<file path="config.mk">
export PLATFORM = sky130hd
export DESIGN_NAME = tx_scrambler
export DESIGN_NICKNAME = d
export VERILOG_FILES = /design/src/rtl/tx_scrambler.sv
export SDC_FILE = /design/constraint.sdc
export NUM_CORES = 1
export LEC_CHECK = 0
export ABC_AREA = 1
export BUFFER_PORTS_ARGS = -buffer_cell sky130_fd_sc_hd__buf_2
export CORE_AREA = 2 2 99 101
export DETAILED_ROUTE_END_ITERATION = 16
export DIE_AREA = 0 0 101 103
export PLACE_DENSITY = 0.86
export SLEW_MARGIN = 15
export SYNTH_ARGS = -nofsm -noshare
export SYNTH_HDL_FRONTEND = slang
export SYNTH_SLANG_ARGS = --single-unit
</file>
<file path="constraint.sdc">
create_clock -name clk -period 4.95 [get_ports clk]
set_input_delay 0 -clock clk [delete_from_list [all_inputs] [get_ports clk]]
set_output_delay 0 -clock clk [all_outputs]
set_load 0.01 [all_outputs]
</file>
<file path="src/rtl/tx_scrambler.sv">
// tx_scrambler
//
// Per-lane PCIe transmit scrambler between the lane-striping/ordered-set
// logic and the PIPE TX interface. Data symbols are scrambled with the
// Gen1/2 16-bit LFSR or the Gen3 23-bit LFSR. K symbols and bypassed symbols
// go through unscrambled. The LFSR stepping and reset rules match the
// receive-side lane descrambler, so a looped-back lane reproduces its bytes.
//
// Configuration macro: TX_SCRAMBLER_GEN3_EN
//   defined   - Gen3 LFSR, reseed and sync-header rules are built.
//   undefined - Gen3 logic is removed; for GEN >= 3 the data is passed
//               through unscrambled and reseed/seedValue are ignored.
//
// Parameters
//   GEN3_DEFAULT_SEED  power-up Gen3 LFSR value (bits [22:0] used)
//
// Ports
//   clk           lane clock
//   reset         synchronous, active-high reset
//   GEN           link generation: 1/2 = 8b/10b, 3 = 128b/130b
//   PIPEWIDTH     8/16/32 -> 1/2/4 symbols per beat; other values act as 8
//   turnOff       scrambling disabled, LFSR still steps
//   inValid       input beat valid
//   inData        symbols, [7:0] first in time
//   inDataK       per-symbol K flag (Gen1/2 only)
//   inBypass      per-symbol: send unscrambled, LFSR still steps
//   inSyncHeader  Gen3 block type: 2'b10 data, 2'b01 ordered set
//   inStartBlock  Gen3 first beat of a block
//   reseed        Gen3: load LFSR from seedValue before this beat
//   seedValue     Gen3 per-lane seed, bits [22:0] used
//   TxData        scrambled symbols, unused bytes 0
//   TxDataK       registered inDataK
//   TxDataValid   registered inValid
//   TxSyncHeader  registered inSyncHeader
//   TxStartBlock  registered inStartBlock

module tx_scrambler #(
    parameter logic [23:0] GEN3_DEFAULT_SEED = 24'h1dbfbc
) (
    input  logic        clk,
    input  logic        reset,
    input  logic [2:0]  GEN,
    input  logic [5:0]  PIPEWIDTH,
    input  logic        turnOff,
    input  logic        inValid,
    input  logic [31:0] inData,
    input  logic [3:0]  inDataK,
    input  logic [3:0]  inBypass,
    input  logic [1:0]  inSyncHeader,
    input  logic        inStartBlock,
    input  logic        reseed,
    input  logic [23:0] seedValue,
    output logic [31:0] TxData,
    output logic [3:0]  TxDataK,
    output logic        TxDataValid,
    output logic [1:0]  TxSyncHeader,
    output logic        TxStartBlock
);

    localparam logic [7:0]  SYM_COM     = 8'hBC;
    localparam logic [7:0]  SYM_SKP     = 8'h1C;
    localparam logic [15:0] GEN12_SEED  = 16'hFFFF;
    localparam logic [15:0] GEN12_TAPS  = 16'h0039;
    localparam logic [1:0]  SH_DATA     = 2'b10;

    // Keystream byte for the Gen1/2 LFSR: bit i is s[15] at step i (LSB first).
    function automatic logic [7:0] gen12Mask(input logic [15:0] s);
        logic [15:0] t;
        logic [7:0]  m;
        t = s;
        m = '0;
        for (int i = 0; i < 8; i++) begin
            m[i] = t[15];
            t    = {t[14:0], 1'b0} ^ (t[15] ? GEN12_TAPS : 16'h0000);
        end
        return m;
    endfunction

    function automatic logic [15:0] gen12Advance(input logic [15:0] s);
        logic [15:0] t;
        t = s;
        for (int i = 0; i < 8; i++) begin
            t = {t[14:0], 1'b0} ^ (t[15] ? GEN12_TAPS : 16'h0000);
        end
        return t;
    endfunction

`ifdef TX_SCRAMBLER_GEN3_EN
    localparam logic [22:0] GEN3_TAPS = 23'h210125;

    function automatic logic [7:0] gen3Mask(input logic [22:0] s);
        logic [22:0] t;
        logic [7:0]  m;
        t = s;
        m = '0;
        for (int i = 0; i < 8; i++) begin
            m[i] = t[22];
            t    = {t[21:0], 1'b0} ^ (t[22] ? GEN3_TAPS : 23'h000000);
        end
        return m;
    endfunction

    function automatic logic [22:0] gen3Advance(input logic [22:0] s);
        logic [22:0] t;
        t = s;
        for (int i = 0; i < 8; i++) begin
            t = {t[21:0], 1'b0} ^ (t[22] ? GEN3_TAPS : 23'h000000);
        end
        return t;
    endfunction

    logic [22:0] gen3Lfsr;
    logic [22:0] gen3Work;

    // The top seed bit is not part of the 23-bit LFSR.
    logic unusedBits;
    assign unusedBits = seedValue[23] ^ GEN3_DEFAULT_SEED[23];
`else
    // Without Gen3 support the reseed interface has no function.
    logic unusedBits;
    assign unusedBits = ^{reseed, seedValue, GEN3_DEFAULT_SEED};
`endif

    logic [15:0] gen12Lfsr;
    logic [15:0] gen12Work;
    logic [31:0] dataNext;
    logic [3:0]  laneEn;
    logic [7:0]  curSym;
    logic        isGen3;
    logic        plainSym;

    assign isGen3 = (GEN >= 3'd3);

    always_comb begin
        case (PIPEWIDTH)
            6'd16:   laneEn = 4'b0011;
            6'd32:   laneEn = 4'b1111;
            default: laneEn = 4'b0001;
        endcase
    end

    // Symbols are handled strictly in time order so that a COM resets the
    // LFSR for the symbols that follow it inside the same beat.
    always_comb begin
        gen12Work = gen12Lfsr;
        dataNext  = '0;
        curSym    = '0;
        plainSym  = 1'b0;
`ifdef TX_SCRAMBLER_GEN3_EN
        gen3Work  = (inValid && isGen3 && reseed) ? seedValue[22:0] : gen3Lfsr;
`endif
        for (int n = 0; n < 4; n++) begin
            if (laneEn[n]) begin
                curSym   = inData[n*8 +: 8];
                plainSym = turnOff || inBypass[n];
                if (isGen3) begin
`ifdef TX_SCRAMBLER_GEN3_EN
                    if (inSyncHeader == SH_DATA) begin
                        dataNext[n*8 +: 8] = plainSym ? curSym
                                                      : (curSym ^ gen3Mask(gen3Work));
                        gen3Work = gen3Advance(gen3Work);
                    end else begin
                        // Ordered-set block: unscrambled, LFSR frozen.
                        dataNext[n*8 +: 8] = curSym;
                    end
`else
                    dataNext[n*8 +: 8] = curSym;
`endif
                end else if (inDataK[n]) begin
                    dataNext[n*8 +: 8] = curSym;
                    if (curSym == SYM_COM) begin
                        gen12Work = GEN12_SEED;
                    end else if (curSym != SYM_SKP) begin
                        gen12Work = gen12Advance(gen12Work);
                    end
                end else begin
                    dataNext[n*8 +: 8] = plainSym ? curSym
                                                  : (curSym ^ gen12Mask(gen12Work));
                    gen12Work = gen12Advance(gen12Work);
                end
            end
        end
    end

    always_ff @(posedge clk) begin
        if (reset) begin
            TxData       <= '0;
            TxDataK      <= '0;
            TxDataValid  <= 1'b0;
            TxSyncHeader <= '0;
            TxStartBlock <= 1'b0;
            gen12Lfsr    <= GEN12_SEED;
`ifdef TX_SCRAMBLER_GEN3_EN
            gen3Lfsr     <= GEN3_DEFAULT_SEED[22:0];
`endif
        end else if (inValid) begin
            TxData       <= dataNext;
            TxDataK      <= inDataK;
            TxDataValid  <= 1'b1;
            TxSyncHeader <= inSyncHeader;
            TxStartBlock <= inStartBlock;
            // Only the LFSR of the active generation moves.
            if (isGen3) begin
`ifdef TX_SCRAMBLER_GEN3_EN
                gen3Lfsr <= gen3Work;
`endif
            end else begin
                gen12Lfsr <= gen12Work;
            end
        end else begin
            TxData       <= '0;
            TxDataK      <= '0;
            TxDataValid  <= 1'b0;
            TxSyncHeader <= '0;
            TxStartBlock <= 1'b0;
        end
    end

endmodule

</file>
Yosys cells after proc, flatten, opt, wreduce, memory -nomap -nowiden
Cells that the tools add are included.

Register bits: 56. Bits of input ports: 81. Logic and storage cells: 137.

Order comparisons: 1. Eq/ne operators: 10. Mux-type cells: 65. Bitwise logic cells: 42. Reductions and logical operators: 10.

Operators with widths (number): 16-bit by 6-bit XOR with 16-bit output (32); 16-bit 2-to-1 mux (19); 6-bit 2-to-1 mux (32); 8-bit 2-to-1 mux (12); 8-bit == test (second input constant) (4); 8-bit by 5-bit != test with 1-bit output (second input constant) (4); 8-bit XOR (4); 3-bit OR reduction (4); 4-bit one-hot mux with 2 select lines (1); 6-bit by 5-bit == test with 1-bit output (second input constant) (1); 6-bit == test (second input constant) (1); 1-bit NOT (6); 1-bit logical OR (4); 3-bit by 2-bit greater-or-equal comparator with 1-bit output (second input constant) (1); 2-bit AND reduction (1); 2-bit OR reduction (1); 1-bit 2-to-1 mux (1).

Longest topological paths before layout
Gate-level depths: netlist (run 1).

Depth after elaboration: 83. Mapped depth: 29. Depth with buffers taken out: 29.

Worst setup path after synthesis (run 1)
Ideal clock, no wire load.

Kind: register -> register. From: register gen12Lfsr[15]. To: register gen12Lfsr[7]. Arrival: 2230 ps. Slack: 2605 ps. Cell stages (with the launch flop): 26. Path buffers: 1. Period minus slack after synthesis: 2345 ps. Path through: dfxtp_1 buf_2 inv_1 nand2_1 nand2_1 nand2_1 nand2_1 nand3_1 nand3_1 nand2_2 a211oi_1 nand2_1 nand2_4 inv_2 o21ai_1 nand2_2 nand2_4 nand2_2 nand2_2 inv_2 nand2_1 nand2_1 nand2_1 nand2_1 nand2_1 nand2_1.

Cells in the longest elaborated chain, start to end: 54. Elaborated cells on any way between the ends: 64. Those cells by class: 32 x mux; 32 x bitwise.

Ends and longest elaborated chain: start: declaration (line 124) `logic [15:0] gen12Lfsr;`; start signal: assignment (line 208) `gen12Lfsr <= gen12Work;`; 6-bit 2-to-1 mux (line 83) `t = {t[14:0], 1'b0} ^ (t[15] ? GEN12_TAPS : 16'h0000);`; 16-bit by 6-bit XOR with 16-bit output (8 in series) (line 83); 16-bit 2-to-1 mux (line 173) `end else if (curSym != SYM_SKP) begin`; 16-bit 2-to-1 mux (line 171) `if (curSym == SYM_COM) begin`; 16-bit 2-to-1 mux (line 169) `end else if (inDataK[n]) begin`; 16-bit 2-to-1 mux (line 156) `if (isGen3) begin`; 16-bit 2-to-1 mux (*) (line 153) `if (laneEn[n]) begin`; 16-bit by 6-bit XOR with 16-bit output (3 in series) (line 83); (+24 left out); 6-bit 2-to-1 mux / 16-bit by 6-bit XOR with 16-bit output (equally long branches) (line 83); 16-bit by 6-bit XOR with 16-bit output (2 in series) (line 83); 16-bit by 6-bit XOR with 16-bit output / 6-bit 2-to-1 mux (equally long branches) (3 in series) (line 83); 16-bit by 6-bit XOR with 16-bit output (3 in series) (line 83); 16-bit 2-to-1 mux (line 173); 16-bit 2-to-1 mux (line 171); 16-bit 2-to-1 mux (line 169); 16-bit 2-to-1 mux (*) (line 153).

Mark *: on every way between the ends. The rest lies on a longest branch, timed or not. A chain may end at the register's enable or synchronous reset.

Worst setup path after layout (run 1)
From: input port inData[9]. To: register gen12Lfsr[7].

Cells in the longest elaborated chain, start to end: 33. Elaborated cells on any way between the ends: 42. Those cells by class: 2 x eq/ne; 24 x mux; 16 x bitwise.

Ends and longest elaborated chain: start: declaration (line 46) `input logic [31:0] inData,`; 8-bit by 5-bit != test with 1-bit output (line 173); 16-bit 2-to-1 mux (line 173); 16-bit 2-to-1 mux (*) (line 171); 16-bit 2-to-1 mux (*) (line 169); 16-bit 2-to-1 mux (*) (line 156); 16-bit 2-to-1 mux (*) (line 153); 6-bit 2-to-1 mux / 16-bit by 6-bit XOR with 16-bit output (equally long branches) (line 83); 16-bit by 6-bit XOR with 16-bit output / 6-bit 2-to-1 mux (equally long branches) (2 in series) (line 83); (+11 left out); 16-bit by 6-bit XOR with 16-bit output (3 in series) (line 83); 6-bit 2-to-1 mux / 16-bit by 6-bit XOR with 16-bit output (equally long branches) (line 83); 16-bit by 6-bit XOR with 16-bit output / 6-bit 2-to-1 mux (equally long branches) (2 in series) (line 83); 16-bit by 6-bit XOR with 16-bit output (3 in series) (line 83); 16-bit 2-to-1 mux (line 173); 16-bit 2-to-1 mux (line 171); 16-bit 2-to-1 mux (line 169); 16-bit 2-to-1 mux (*) (line 153).

Marks and branches as above.

==> metrics.md, run 1 <==
| Metric | Value |
|---|---|
| Outcome | `finished clean` |
| PnR Total Power | `1320 uW` |
| Clock period minus worst slack | `3230 ps` |
| Timing-limited maximum frequency | `309 MHz` |
| Vertical extent of the die | `103 microns` |
| Total number of H-tree levels | `2` |
| Global-route wire length before repair | `28400 microns` |
| Most used cell along the critical path | `sky130_fd_sc_hd__nand2_1` |
| TNS Setup | `0 ps` |
| Total global-route track usage | `34.4%` |
| Cells after synthesis | `998` |
| Library cell with the largest summed area after synthesis | `sky130_fd_sc_hd__nand2_1` |
| Ports placed on the boundary | `121` |
| Most common cell after layout, fill and taps aside | `sky130_fd_sc_hd__nand2_1` |
| Crit share post-route | `65.3%` |
| Final weighted congestion in routability-driven placement | `0.980` |
| Die Wd | `101 microns` |
| Worst hold-check slack | `10.0 ps` |
| Final Hold Fails | `0` |
| Cell internal power dissipation | `761 uW` |
| Detailed-routing iteration count for the pre-antenna-repair pass | `7` |
| Post-detailed-route wirelength per cell | `14.6 microns` |
| Sw frac | `42.2%` |
| Register bit count reported by yosys | `56` |
| Top post-synthesis cells by area | `sky130_fd_sc_hd__nand2_1 23%, sky130_fd_sc_hd__dfxtp_1 20%, sky130_fd_sc_hd__nand3_1 10%` |
| Final routed wirelength across all metal layers | `17900 microns` |
| Met3 global-route usage | `4.07%` |
| Highest net fanout along the worst path | `13` |
| Part of the Yosys area used for sequential elements | `20.3%` |
| Yosys warning total | `0` |
| Die outline area | `0.0104 sq mm` |
| CTS clock-pin slew for the worst setup and hold paths | `110 ps` |
| Fraction of final layout cells sized beyond drive strength 1 | `17.7%` |
| Vias | `6747` |
| Unrepaired setup endpoints after global routing | `no` |
| Clock latency reported for the late side of the worst-skew pair | `330 ps` |
| Placed instance count | `1181` |
| Share of power burned in registers | `36.6%` |
| Data arrival time at the worst-slack endpoint | `3460 ps` |
| Antenna violations before repair | `0` |
| Clock power frac | `21.7%` |
| Met2 GRT Util | `60.6%` |
| Top library cells by usage in the layout, fill and taps aside | `341 x sky130_fd_sc_hd__nand2_1, 114 x sky130_fd_sc_hd__nand3_1, 103 x sky130_fd_sc_hd__inv_1` |
| Number of distinct standard cells referenced by the synthesized netlist | `43` |
| Number of global-route vias before repair | `6125` |
| Clock tree from TritonCTS | `built` |
| Final clock skew | `7.93 ps` |
| CTS Root Buffer Type | `sky130_fd_sc_hd__clkbuf_8` |
| Area overhead of the layout relative to synthesis | `17.7%` |
| Max-slew headroom at the worst pin | `37.1%` |
| Class of the tightest hold or removal check | `in -> reg` |
| Final core utilization | `68.6%` |
| Final count of negative-setup-slack endpoints | `0` |
| Filler cells | `938` |
| Initial standard-cell utilization of the core | `58.3%` |
| Count of buffers added by post-CTS timing repair for setup | `0` |
| Number of standard cells in the final layout excluding fillers | `1227` |
| # nets final | `1193` |
| Type of the worst setup path | `in -> reg` |
| Area share of the largest cell type after synthesis | `23.2%` |
| Via count normalized by instance count | `5.50` |
| Global route hottest layer | `met2` |
| Post-detail-place hpwl | `13400 microns` |
| Nature of the critical path endpoint | `flop` |
| Slowest cell on the critical path | `sky130_fd_sc_hd__dlygate4sd3_1` |
| Power per cell area | `203 mW/mm^2` |
| Cell area after technology mapping | `0.00552 sq mm` |
| Max-cap violations | `0` |
| Met1 Resource Use GR | `40.5%` |
| Transition time at the pin with the least slew margin | `943 ps` |
| Required time reported for the critical path endpoint | `5180 ps` |
| Number of DRC violations after detailed-routing iteration 0 | `465` |
| Count of antenna diodes in the layout | `0` |
| Number of pins exceeding their max-slew limit in the final report | `0` |
| Leakage power summed over all cells | `0.00352 uW` |
| Clock Path Buffers | `2` |
| I/O Buffers | `95` |
| Peak VDD IR | `0.159 mV` |
| Switching pwr | `557 uW` |
| CTS sink cnt | `56` |
| Power share of the combinational group | `41.7%` |
| Pin count of the biggest net entering global routing | `35` |
| Count of nets left with antenna violations after detail routing | `0` |
| Final global-route overflow total | `0` |
| Post-Synthesis Mean Instance Area | `5.53 sq um` |
| Placement row count | `36` |
| Synthesized netlist net count | `1079` |
| Num CTS Buffers | `5` |
| Sort of element at the start of the critical path | `primary input` |
| Delay contributed by the slowest stage of the critical path | `530 ps` |
| Core area | `0.00946 sq mm` |
| DRC | `0` |
## final timing paths
check / to / from / cells past startpoint / slack, ps
hold / removal: TxDataK[2] / inDataK[2] / 3 / 10
setup / recovery: gen12Lfsr[7] / inData[9] / 26 / 1720
setup reg to reg: gen12Lfsr[3] / gen12Lfsr[8] / 27 / 1740
hold reg to reg: gen12Lfsr[7] / gen12Lfsr[7] / 2 / 560
## synth_stat cells (all sizes together)
library cell    n
a211oi          1
a21boi          1
a21oi          66
buf            20
clkbuf         10
clkinv          3
dfxtp          56
inv           131
nand2         373
nand2b          2
nand3         126
nand3b          6
nand4           9
nor2           86
nor3           21
nor4           10
o211ai          2
o21a            1
o21ai          44
o21bai          1
o22ai           4
or2             5
xnor2          10
xor2           10
## cell type report
| cell class | count | area, sq um | area share (%) |
|---|---|---|---|
| Timing Repair Buffer | 137 | 886 | 13.6 |
| Tap cell | 114 | 143 | 2.20 |
| Sequential cell | 56 | 1120 | 17.3 |
| Multi-Input combinational cell | 778 | 3740 | 57.6 |
| Inverter | 134 | 505 | 7.79 |
| Clock buffer | 5 | 68.8 | 1.06 |
| Clock inverter | 3 | 28.8 | 0.443 |
## stage by stage
stage / area, sq um / setup slack [ps]
after floorplan: 5520 / 2610
after global placement: 6010 / 1780
after detailed placement: 6010 / 1860
after CTS: 6490 / 1820
after global routing: 6490 / 1380
final: 6490 / 1720
## repair_timing
action	in CTS	in global routing
endpoints found under the setup margin	0	0
gates resized for setup	0	0
hold endpoints to repair	37	0
hold buffers	38	0
## worst max-delay path: cells and delay by family
kind / cells / cell delay, ps
AO/OA/AOI/OAI: 1 / 280
AND/OR/NAND/NOR: 17 / 1690
XOR/XNOR: 1 / 200
buffers and inverters: 7 / 1290
## state kept, by name, indices dropped and copies added, names as in the netlist
| signal | cells |
|---|---|
| TxData | 32 |
| gen12Lfsr | 16 |
| TxDataK | 4 |
| TxSyncHeader | 2 |
| TxDataValid | 1 |
| TxStartBlock | 1 |
## power by group through the flow
| stage | sequential [uW] | combinational [uW] | clock [uW] |
|---|---|---|---|
| after floorplan | 483 | 382 | 0 |
| after global placement | 491 | 503 | 0 |
| after detailed placement | 492 | 509 | 0 |
| after CTS | 481 | 534 | 292 |
| after global routing | 484 | 611 | 308 |
| final | 482 | 549 | 286 |
## per-layer routing
layer / wire length [microns] / part of all wire, % / vias to the layer above
li1: - / - / 3405
met1: 7160 / 40 / 2948
met2: 8470 / 47 / 327
met3: 1340 / 7.5 / 67
met4: 933 / 5.2 / 0
met5: 0 / 0 / -
## kinds of logic after synthesis
group,count (synthesis),share of synthesized area [%]
AND/OR/NAND/NOR,638,52.9
buffers and inverters,164,11.9
AO/OA/AOI/OAI,120,11.7
flip-flops,56,20.3
XOR/XNOR,20,3.18
Note: power is estimated with default switching activity, not from simulation.
==> run 2: changes to the inputs <==
CORE_AREA = 2 2 107 109   (was 2 2 99 101)
DIE_AREA = 0 0 109 111   (was 0 0 101 103)
PLACE_DENSITY = 0.78   (was 0.86)
clock period = 2.97 ns   (was 4.95 ns; I/O delays follow)
==> run 2 against run 1 <==
  * Largest power group unchanged
  * Setup slack worse by 1500 ps
  * Die area is 16% higher
  * Design area is 11% higher
  * Register-to-register slack worse by 1600 ps
  * Wire length is 6.7% higher
  * Clock skew hardly changed
  * First-iteration DRC count is 25% higher
  * Hold slack worse by 1.8 ps
  * Critical path type unchanged
  * Non-clock buffer count is 50 higher
==> metrics.md, run 2 (synthesized netlist as in run 1, its figures left out) <==
| Metric | Value |
|---|---|
| Outcome | `finished clean` |
| Number of DRC violations after detailed-routing iteration 0 | `583` |
| Flip-flop count of the largest register after layout | `32` |
| Clock Path Buffers | `2` |
| Highest net fanout along the worst path | `5` |
| Num CTS Buffers | `5` |
| Count of antenna diodes in the layout | `0` |
| Max-cap violations | `0` |
| Total number of H-tree levels | `2` |
| Max-slew headroom at the worst pin | `58.0%` |
| Worst slack at placement | `111 ps` |
| Worst hold-check slack | `8.21 ps` |
| CTS Root Buffer Type | `sky130_fd_sc_hd__clkbuf_16` |
| Count of nets left with antenna violations after detail routing | `0` |
| Final core utilization | `65.1%` |
| Required time reported for the critical path endpoint | `3170 ps` |
| Transition time at the pin with the least slew margin | `624 ps` |
| Global-route wire length before repair | `29600 microns` |
| Critical R2R Capture | `gen12Lfsr[3]` |
| Core area | `0.0111 sq mm` |
| CTS clock-pin slew for the worst setup and hold paths | `80 ps` |
| Area overhead of the layout relative to synthesis | `30.6%` |
| Reg2Reg Launch Point | `gen12Lfsr[14]` |
| Power per cell area | `345 mW/mm^2` |
| Class of the tightest hold or removal check | `in -> reg` |
| Number of pins exceeding their max-slew limit in the final report | `0` |
| Post-detail-place hpwl | `14400 microns` |
| Critical Path Start | `inData[9]` |
| Vertical extent of the die | `111 microns` |
| Clock tree from TritonCTS | `built` |
| Die outline area | `0.0121 sq mm` |
| Endpoint, Worst Hold | `TxData[7]` |
| I/O Buffers | `95` |
| Leakage power summed over all cells | `0.00387 uW` |
| Clock period minus worst slack | `2790 ps` |
| Met1 Resource Use GR | `39.1%` |
| Post-detailed-route wirelength per cell | `14.6 microns` |
| Final clock skew | `7.93 ps` |
| Slowest cell on the critical path | `sky130_fd_sc_hd__dlygate4sd3_1` |
| Filler cells | `1077` |
| Register with the highest flop count | `TxData` |
| Global route hottest layer | `met2` |
| CTS sink cnt | `56` |
| Placement row count | `39` |
| DRC | `0` |
| Vias | `7025` |
| Final weighted congestion in routability-driven placement | `1.03` |
| Pin count of the biggest net entering global routing | `21` |
| Clock latency reported for the late side of the worst-skew pair | `310 ps` |
| Data arrival time at the worst-slack endpoint | `2990 ps` |
| Total global-route track usage | `31.0%` |
| Type of the worst setup path | `in -> reg` |
| Delay contributed by the slowest stage of the critical path | `530 ps` |
| Hold-critical path depth | `3` |
| Most used cell along the critical path | `sky130_fd_sc_hd__nand2_1` |
| Worst setup slack after layout | `182 ps` |
| Final global-route overflow total | `0` |
| Crit share post-route | `93.9%` |
| Final count of negative-setup-slack endpoints | `0` |
| Top library cells by usage in the layout, fill and taps aside | `327 x sky130_fd_sc_hd__nand2_1, 106 x sky130_fd_sc_hd__nand3_1, 100 x sky130_fd_sc_hd__inv_1` |
| TNS Setup | `0 ps` |
| Fraction of final layout cells sized beyond drive strength 1 | `25.3%` |
| Ports placed on the boundary | `121` |
| Number of global-route vias before repair | `6195` |
| Sort of element at the start of the critical path | `primary input` |
| Largest registers ranked by flip-flop count | `TxData x32, gen12Lfsr x16, TxDataK x4` |
| Nature of the critical path endpoint | `flop` |
| Peak VDD IR | `0.247 mV` |
| Detailed-routing iteration count for the pre-antenna-repair pass | `6` |
| Antenna violations before repair | `0` |
| Source of the worst hold timing path | `inData[7]` |
| Timing-limited maximum frequency | `359 MHz` |
| Area post-placement | `0.00639 sq mm` |
| Most common cell after layout, fill and taps aside | `sky130_fd_sc_hd__nand2_1` |
| Via count normalized by instance count | `5.38` |
| Final Hold Fails | `0` |
| Die Wd | `109 microns` |
| Met3 global-route usage | `4.00%` |
| # nets final | `1243` |
| Reg2reg path depth | `22` |
| Met2 GRT Util | `52.1%` |
| Cell area after layout | `0.00721 sq mm` |
| Initial standard-cell utilization of the core | `49.8%` |
| Reg-to-reg setup timing slack | `190 ps` |
| Final routed wirelength across all metal layers | `19100 microns` |
[run 2: cell count changes in the layout (fill, tap and decap cells not counted), sizes merged]
cell | before | now
buf | 99 | 154
dlygate4sd3 | 38 | 31
dlymetal6s4s | 0 | 2
clkinvlp | 0 | 1
inv | 134 | 133
[run 2: timing repair]
item | 4_1_cts | 5_1_grt
hold buffers | 33 | 0
gates resized for setup | 0 | 65
setup buffers | 0 | 14
endpoints found under the setup margin | 0 | 18
endpoints found under the hold margin | 33 | 0
[run 2: worst max-delay path, delay by kind of cell]
| kind | cells | cell delay (ps) |
|---|---|---|
| AOI/OAI and AO/OA | 2 | 440 |
| and+or+nand+nor | 18 | 1640 |
| buffers and inverters | 5 | 920 |
[run 2: worst max path at each step]
stage               endpoint  slack [ps]  depth (start not counted)
2_1_floorplan   gen12Lfsr[7]         630                         25
3_3_place_gp   gen12Lfsr[11]         150                         24
3_5_place_dp   gen12Lfsr[11]         110                         24
4_1_cts         gen12Lfsr[5]          60                         23
5_1_grt         gen12Lfsr[5]          -9                         23
6_report        gen12Lfsr[3]         180                         25
[run 2: where the power goes]
| group | switching [uW] | internal [uW] | leakage (uW) |
|---|---|---|---|
| sequential | 23.8 | 771 | 0.000454 |
| clock | 327 | 327 | 0.0000767 |
| combinational | 650 | 391 | 0.00334 |
| total | 1000 | 1490 | 0.00387 |
[run 2: through the flow]
step | total power (uW) | std cells
after floorplan | 1440 | 998
after global placement | 1720 | 1254
after detailed placement | 1730 | 1254
after CTS | 2420 | 1295
after global routing | 2640 | 1306
final | 2490 | 1306
[run 2: area by class of cell]
| cell class | instances | area (sq um) | area share, % |
|---|---|---|---|
| repair buffers | 187 | 1280 | 17.8 |
| clock buffers | 5 | 125 | 1.74 |
| inverters | 134 | 509 | 7.07 |
| clock inverters | 3 | 28.8 | 0.399 |
| well taps | 143 | 179 | 2.48 |
| multi-input cells | 778 | 3940 | 54.7 |
| flip-flops and latches | 56 | 1140 | 15.8 |
[run 2: metal layers]
metal	up-vias	share of wire [%]
met5	-	0
met4	0	3.8
met3	54	6.6
met2	309	48
met1	3152	41
li1	3510	-
